==> config.mk <==
export PLATFORM = sky130hd
export DESIGN_NAME = vdp_port_ctrl
export DESIGN_NICKNAME = d
export VERILOG_FILES = /design/src/rtl/vdp_port_ctrl.sv
export SDC_FILE = /design/constraint.sdc
export NUM_CORES = 1
export LEC_CHECK = 0
export CAP_MARGIN = 10
export CORE_MARGIN = 1.5
export CORE_UTILIZATION = 56
export CTS_CLUSTER_DIAMETER = 40
export DETAILED_ROUTE_END_ITERATION = 16
export PLACE_DENSITY = 0.85
export SLEW_MARGIN = 15
export SYNTH_ARGS = -nofsm -noshare
export SYNTH_HDL_FRONTEND = slang
export SYNTH_SLANG_ARGS = --single-unit
==> constraint.sdc <==
create_clock -name clk_25 -period 9.4 [get_ports clk_25]
set_clock_uncertainty 0.2 [all_clocks]
set_input_delay 1.88 -clock clk_25 [delete_from_list [all_inputs] [get_ports clk_25]]
set_output_delay 1.88 -clock clk_25 [all_outputs]
set_load 0.05 [all_outputs]
==> src/rtl/vdp_port_ctrl.sv <==
// vdp_port_ctrl: the Z80 side of the VDP.
//  - Decodes IN/OUT cycles on port 0xBE (data) and port 0xBF (control/status).
//    A port hits when addr[7:6]==2'b10; addr[0] selects data (0) or control (1).
//  - Holds the two-byte command latch, the auto-incrementing VRAM address,
//    the read-ahead buffer, and issues register and CRAM write pulses.
//  - Shares the single VRAM port with the render engine. A CPU access waits
//    at most STARVE_MAX cycles for the renderer.
//  - Keeps the frame, sprite-overflow and sprite-collision status flags and
//    drives INT_L.
// Ports:
//   clk_25, rst                         clock, asynchronous active-high reset
//   IORQ_L, RD_L, WR_L                  Z80 strobes (asynchronous, active low)
//   addr_bus_in, data_bus_in            Z80 port address and write data
//   data_bus_out, data_oe               Z80 read data and its output enable
//   ren_req, ren_addr, ren_grant        render engine VRAM request/grant
//   vram_en, vram_we, vram_addr,
//   vram_wdata, vram_rdata              VRAM port (read data one cycle late)
//   cram_we, cram_addr, cram_wdata      CRAM write
//   reg_we, reg_addr, reg_wdata         VDP register write
//   frame_irq, spr_ovf, spr_coll        event pulses from the render engine
//   irq_en                              frame interrupt enable
//   INT_L                               Z80 interrupt, active low
//   cpu_busy                            a CPU VRAM access is in flight
module vdp_port_ctrl #(
  parameter int ADDR_W      = 14,
  parameter int STARVE_MAX  = 8,
  parameter int SYNC_STAGES = 2
) (
  input  logic              clk_25,
  input  logic              rst,
  input  logic              IORQ_L,
  input  logic              RD_L,
  input  logic              WR_L,
  input  logic [7:0]        addr_bus_in,
  input  logic [7:0]        data_bus_in,
  output logic [7:0]        data_bus_out,
  output logic              data_oe,
  input  logic              ren_req,
  input  logic [ADDR_W-1:0] ren_addr,
  output logic              ren_grant,
  output logic              vram_en,
  output logic              vram_we,
  output logic [ADDR_W-1:0] vram_addr,
  output logic [7:0]        vram_wdata,
  input  logic [7:0]        vram_rdata,
  output logic              cram_we,
  output logic [4:0]        cram_addr,
  output logic [7:0]        cram_wdata,
  output logic              reg_we,
  output logic [3:0]        reg_addr,
  output logic [7:0]        reg_wdata,
  input  logic              frame_irq,
  input  logic              spr_ovf,
  input  logic              spr_coll,
  input  logic              irq_en,
  output logic              INT_L,
  output logic              cpu_busy
);

  localparam int SW = $clog2(STARVE_MAX + 1);

  localparam logic [1:0] IDLE     = 2'd0;
  localparam logic [1:0] CPU_WAIT = 2'd1;
  localparam logic [1:0] CPU_ACC  = 2'd2;
  localparam logic [1:0] RD_CAP   = 2'd3;

  // Strobe synchronisers and edge detect
  logic [SYNC_STAGES-1:0] iorq_sync, rd_sync, wr_sync;
  logic wr_n, rd_n, wr_n_q, rd_n_q;
  logic wr_ev, rd_ev;

  always_ff @(posedge clk_25 or posedge rst) begin
    if (rst) begin
      iorq_sync <= '1;
      rd_sync   <= '1;
      wr_sync   <= '1;
      wr_n_q    <= 1'b1;
      rd_n_q    <= 1'b1;
    end else begin
      iorq_sync[0] <= IORQ_L;
      rd_sync[0]   <= RD_L;
      wr_sync[0]   <= WR_L;
      for (int i = 1; i < SYNC_STAGES; i++) begin
        iorq_sync[i] <= iorq_sync[i-1];
        rd_sync[i]   <= rd_sync[i-1];
        wr_sync[i]   <= wr_sync[i-1];
      end
      wr_n_q <= wr_n;
      rd_n_q <= rd_n;
    end
  end

  assign wr_n  = iorq_sync[SYNC_STAGES-1] | wr_sync[SYNC_STAGES-1];
  assign rd_n  = iorq_sync[SYNC_STAGES-1] | rd_sync[SYNC_STAGES-1];
  // One event per Z80 cycle: only the falling edge of the combined strobe.
  // The address and data buses are stable long before the synchronised edge.
  assign wr_ev = wr_n_q & ~wr_n;
  assign rd_ev = rd_n_q & ~rd_n;

  logic hit;
  logic wr_data_ev, wr_ctrl_ev, rd_data_ev, rd_ctrl_ev;

  assign hit        = (addr_bus_in[7:6] == 2'b10);
  assign wr_data_ev = wr_ev & hit & ~addr_bus_in[0];
  assign wr_ctrl_ev = wr_ev & hit &  addr_bus_in[0];
  assign rd_data_ev = rd_ev & hit & ~addr_bus_in[0];
  assign rd_ctrl_ev = rd_ev & hit &  addr_bus_in[0];

  // Only the decode bits and the port select bit matter.
  logic unused_addr_bits;
  assign unused_addr_bits = ^addr_bus_in[5:1];

  assign data_oe = ~IORQ_L & ~RD_L & hit;

  // Command latch, address counter and the CPU access it generates
  logic [ADDR_W-1:0] addr, ctrl_addr;
  logic [1:0]        code;
  logic              first_byte;
  logic [7:0]        rd_buf;
  logic              int_flag, ovf_flag, coll_flag;

  logic              acc_vld, acc_we;
  logic [ADDR_W-1:0] acc_addr;
  logic [7:0]        acc_wdata;

  // Address formed by the second control byte.
  assign ctrl_addr = ADDR_W'({data_bus_in[5:0], addr[7:0]});

  always_comb begin
    acc_vld   = 1'b0;
    acc_we    = 1'b0;
    acc_addr  = addr;
    acc_wdata = data_bus_in;
    if (wr_data_ev && code != 2'b11) begin
      acc_vld = 1'b1;
      acc_we  = 1'b1;
    end else if (rd_data_ev) begin
      acc_vld = 1'b1;
    end else if (wr_ctrl_ev && !first_byte && data_bus_in[7:6] == 2'b00) begin
      acc_vld  = 1'b1;
      acc_addr = ctrl_addr;
    end
  end

  logic [1:0] state;

  always_ff @(posedge clk_25 or posedge rst) begin
    if (rst) begin
      addr         <= '0;
      code         <= 2'b00;
      first_byte   <= 1'b1;
      rd_buf       <= 8'h00;
      data_bus_out <= 8'h00;
      int_flag     <= 1'b0;
      ovf_flag     <= 1'b0;
      coll_flag    <= 1'b0;
      reg_we       <= 1'b0;
      reg_addr     <= 4'h0;
      reg_wdata    <= 8'h00;
      cram_we      <= 1'b0;
      cram_addr    <= 5'h00;
      cram_wdata   <= 8'h00;
    end else begin
      reg_we  <= 1'b0;
      cram_we <= 1'b0;

      if (wr_ctrl_ev) begin
        if (first_byte) begin
          addr       <= {addr[ADDR_W-1:8], data_bus_in};
          first_byte <= 1'b0;
        end else begin
          code       <= data_bus_in[7:6];
          first_byte <= 1'b1;
          // A code-00 prefetch consumes the new address, so it advances too.
          addr       <= (data_bus_in[7:6] == 2'b00) ? ctrl_addr + ADDR_W'(1) : ctrl_addr;
          if (data_bus_in[7:6] == 2'b10) begin
            reg_we    <= 1'b1;
            reg_addr  <= data_bus_in[3:0];
            reg_wdata <= addr[7:0];
          end
        end
      end

      if (wr_data_ev) begin
        first_byte <= 1'b1;
        addr       <= addr + ADDR_W'(1);
        if (code == 2'b11) begin
          cram_we    <= 1'b1;
          cram_addr  <= addr[4:0];
          cram_wdata <= data_bus_in;
        end
      end

      if (rd_data_ev) begin
        first_byte   <= 1'b1;
        addr         <= addr + ADDR_W'(1);
        data_bus_out <= rd_buf;
      end

      if (rd_ctrl_ev) begin
        first_byte   <= 1'b1;
        data_bus_out <= {int_flag, ovf_flag, coll_flag, 5'b0};
      end

      // A write refreshes the buffer after any read capture in the same cycle.
      if (state == RD_CAP) rd_buf <= vram_rdata;
      if (wr_data_ev)      rd_buf <= data_bus_in;

      // A new event pulse beats a simultaneous status-read clear.
      int_flag  <= frame_irq | (int_flag  & ~rd_ctrl_ev);
      ovf_flag  <= spr_ovf   | (ovf_flag  & ~rd_ctrl_ev);
      coll_flag <= spr_coll  | (coll_flag & ~rd_ctrl_ev);
    end
  end

  assign INT_L = ~(int_flag & irq_en);

  // VRAM arbiter: one access in flight plus a one-deep hold slot
  logic [SW-1:0]     starve;
  logic              cur_we, hold_vld, hold_we;
  logic [ADDR_W-1:0] cur_addr, hold_addr;
  logic [7:0]        cur_wdata, hold_wdata;

  always_ff @(posedge clk_25 or posedge rst) begin
    if (rst) begin
      state      <= IDLE;
      starve     <= '0;
      cur_we     <= 1'b0;
      cur_addr   <= '0;
      cur_wdata  <= 8'h00;
      hold_vld   <= 1'b0;
      hold_we    <= 1'b0;
      hold_addr  <= '0;
      hold_wdata <= 8'h00;
    end else begin
      if (acc_vld && (state != IDLE || hold_vld)) begin
        hold_vld   <= 1'b1;
        hold_we    <= acc_we;
        hold_addr  <= acc_addr;
        hold_wdata <= acc_wdata;
      end
      case (state)
        IDLE: begin
          if (hold_vld) begin
            cur_we    <= hold_we;
            cur_addr  <= hold_addr;
            cur_wdata <= hold_wdata;
            hold_vld  <= acc_vld;
            state     <= CPU_WAIT;
          end else if (acc_vld) begin
            cur_we    <= acc_we;
            cur_addr  <= acc_addr;
            cur_wdata <= acc_wdata;
            state     <= CPU_WAIT;
          end
        end
        CPU_WAIT: begin
          if (!ren_req || starve == SW'(STARVE_MAX - 1)) begin
            starve <= '0;
            state  <= CPU_ACC;
          end else begin
            starve <= starve + SW'(1);
          end
        end
        CPU_ACC: state <= cur_we ? IDLE : RD_CAP;
        default: state <= IDLE;
      endcase
    end
  end

  assign cpu_busy = (state != IDLE);

  always_comb begin
    vram_en    = 1'b0;
    vram_we    = 1'b0;
    vram_addr  = ren_addr;
    vram_wdata = cur_wdata;
    ren_grant  = 1'b0;
    if (state == CPU_ACC) begin
      vram_en   = 1'b1;
      vram_we   = cur_we;
      vram_addr = cur_addr;
    end else if (ren_req) begin
      vram_en   = 1'b1;
      ren_grant = 1'b1;
    end
  end

endmodule
==> results.md <==
- Status: complete, no violations
- Post-Syn Instances: 535
- Crit start category: input port
- Crit path top cell by count: clkdlybuf4s50_1
- Diode count: 0
- Initial antenna violation count: 0
- Drt first pass iters: 6
- First-pass GRT wire length: 23150 µm
- Slew headroom: 36.72%
- Max Fclk: 179.4 MHz
- Compound-Gate Fraction of Synth Area: 12.63%
- RSZ-0062 raised after global routing: no
- Worst-path cell chain: clkdlybuf4s50_1, nand2b_1, nor3_1, clkdlybuf4s50_1
- Post-synth EDFFs: 0
- Footprint of the multi-input gates: 2497 µm²
- Total GRT Usage: 27.07%
- Syn. warnings: 0
- Hold Path Class: flip-flop to flip-flop
- PortBufs: 105
- Postcts setup bufs: 0
- Fill count: 679
- Slew Viols, Final: 0
- Leak Pwr: 3.415 nW
- Crit-path max FO: 3
- Syn_nets: 585
- Largest net degree at the start of global routing: 64
- Design Power: 2.265 mW
- WP buf/inv: 2
- Fin nets: 677
- Setup tns final: 0 ns
- CTS tree: done
- Max incr delay on CP: 0.83 ns
- Routability Congestion: 0.8866
- PwrDens: 299.6 nW/µm²
- Routed Antenna Nets: 0
- Top FF cell, synth: dfrtp_1
- Reg area: 3114 µm²
- DR vias: 4708
- Wire per inst: 18.40 µm
- Most numerous cell in the Yosys netlist: dfrtp_1
- Number of clock sinks: 124
- Final hold violation count: 0
- Vias per Instance: 6.067
- Initial Util: 57.03%
- Max Buffers Root-to-Sink: 2
- Number of cell rows: 37
- Yosys top cell by area: dfrtp_1
- Share of cells above drive strength 1: 15.47%
- Detailed Place HPWL: 9385 µm
- Final Setup Violations: 0
- Die Height: 105.1 µm
- Initial DRC count: 457
- Critical path required time: 7.32 ns
- Post-CTS sizing: 0
- Synth Area in Adders: 0.4289%
- Worst Setup End Kind: output pin
- Worst path slowest cell: clkdlybuf4s50_1
- Register bit total from synthesis: 124
- # hold bufs at CTS: 0
- Die Area: 11040 µm²
- Max-Cap Viols: 0
- CTS Buf Count: 17
- Mean post-synth cell area: 10.91 µm²
- Clock Root Buffer: clkbuf_8
- Vias in the first global route: 4628
- Die width: 105.1 µm
- Largest family of logic cells by synthesized area: simple AND/OR/NAND/NOR gates
- Post-synthesis mux area share: 14.11%
- Drt drc: 0
- Cell Area, Synth: 5834 µm²
- Synth top area share: 49.32%
- Drt total wl: 14280 µm
- Max VDD drop: 0.0001586 V
- Synth area leaders: dfrtp_1 (49%), mux2_2 (7.3%), dfstp_2 (4.1%), mux2i_1 (3.9%), nand2_1 (3.5%)
- Core ar.: 10230 µm²
- Worst-Skew Late Latency: 0.53 ns
- WS Path Type: input port to output pin
- Post-route clock period utilization: 59.31%
- Remaining global-route overflow: 0
- Worst-margin pin slew: 0.9492 ns
- Cell family with most CP delay: buffers and inverters
- Xor/xnor cell area share of the yosys netlist: 1.051%
- Crit path DAT: 3.50 ns
- Clock-pin slew on the worst setup and hold paths: 0.05 ns
- Fraction of registers with async set/reset: 100.0%
- Hold slack: 0.1547 ns
- Synth Area in Simple Gates: 14.52%
- IO Count: 111
- Post-synthesis sequential area ratio: 53.38%
- Min Tclk post-route: 5.575 ns
- Library cells used by synthesis: 60
- Total number of H-tree levels: 4
- Layout area overhead: 29.62%
- Top cells by count, synth: dfrtp_1 (115), nand2_1 (55), mux2_2 (38)
[area by class of cell]
type | count | share of cell area [%]
clock buffer | 21 | 6.072
clock inverter | 11 | 2.498
inverter | 13 | 0.6784
multi-input combinational | 362 | 33.02
sequential | 124 | 41.18
tap | 136 | 2.250
timing repair buffer | 109 | 14.30
[per-stage QoR]
step                      utilization [%]  worst slack [ns]  std cells  cell area [µm²]
final                               73.91             3.825        776             7562
after floorplan                         -             4.036        535             5834
after global placement              67.58             3.841        744             6914
after detailed placement            67.58             3.828        744             6914
after global routing                73.91             3.741        776             7562
after CTS                           73.91             3.813        776             7562
[cells in the final DEF, fill, tap and decap left out, types with 3 or more instances in the layout]
cell type        synthesis  routed
a31oi_1                  8       8
mux2_2                  38      38
nand2b_1                12      12
mux2i_1                 23      23
o221ai_1                 3       3
or2_2                    4       4
bufinv_16                0       5
nand4_1                  4       4
buf_4                    1       4
mux2_1                  12      12
nand3_1                 18      18
clkinv_2                 0       3
o211ai_1                 4       4
clkbuf_16                0      16
o21ai_0                 37      37
and3_1                  19      19
nand2_1                 55      55
clkdlybuf4s50_1          0     105
a21oi_1                 27      26
dfstp_2                  9       9
nor2_1                  26      26
xor2_1                   6       6
a21o_1                   3       3
clkbuf_8                 0       4
a221o_1                 15      15
dfrtp_1                115     115
inv_1                   11      10
nor2b_1                  6       6
[state kept, by name (all words and copies together), names as in the netlist, 5 cells and up]
name,count
addr,14
cram_addr,5
cram_wdata,8
cur_addr,14
data_bus_out,8
hold_addr,14
hold_wdata,8
rd_buf,8
reg_wdata,8
vram_wdata,8
[logic make-up after synthesis]
| logic type | after synthesis |
|---|---|
| simple gates | 164 |
| compound gates | 114 |
| xor+xnor | 7 |
| fa+ha+maj | 2 |
| flops | 124 |
| buf+inv | 49 |
| mux | 75 |
[per-layer routing]
layer | vias to the layer above | share of wire (%) | track usage [%]
li1 | 2101 | - | -
met2 | 223 | 49 | 42.81
met3 | 50 | 6.7 | 6.114
met1 | 2334 | 42 | 35.93
met5 | - | 0 | 0
met4 | 0 | 2.3 | 11.74
[worst reg2reg max path, stage by stage (launching register included)]
cell and delay, ns:
dfstp_2 0.39, nor3b_1 0.49, o211ai_1 0.37, a21oi_2 0.44, buf_4 0.36, mux2_2 0.39
[path summary, 6_finish.rpt]
kind / from / endpoint / slack (ns) / cells past startpoint
min reg2reg: rd_sync[0] / rd_sync[1] / 0.15 / 0
min: rd_sync[0] / rd_sync[1] / 0.15 / 0
max reg2reg: iorq_sync[1] / hold_addr[7] / 6.65 / 5
min in group asynchronous: rst / starve[2] / 1.64 / 2
max: addr_bus_in[6] / data_oe / 3.82 / 4
max in group asynchronous: rst / rd_buf[5] / 6.11 / 3
[power by group]
group | internal (mW) | switching [mW]
logic | 0.288 | 0.427
registers | 0.693 | 0.145
clock network | 0.477 | 0.235
total | 1.46 | 0.807
Power figures use the tool's default switching activity.
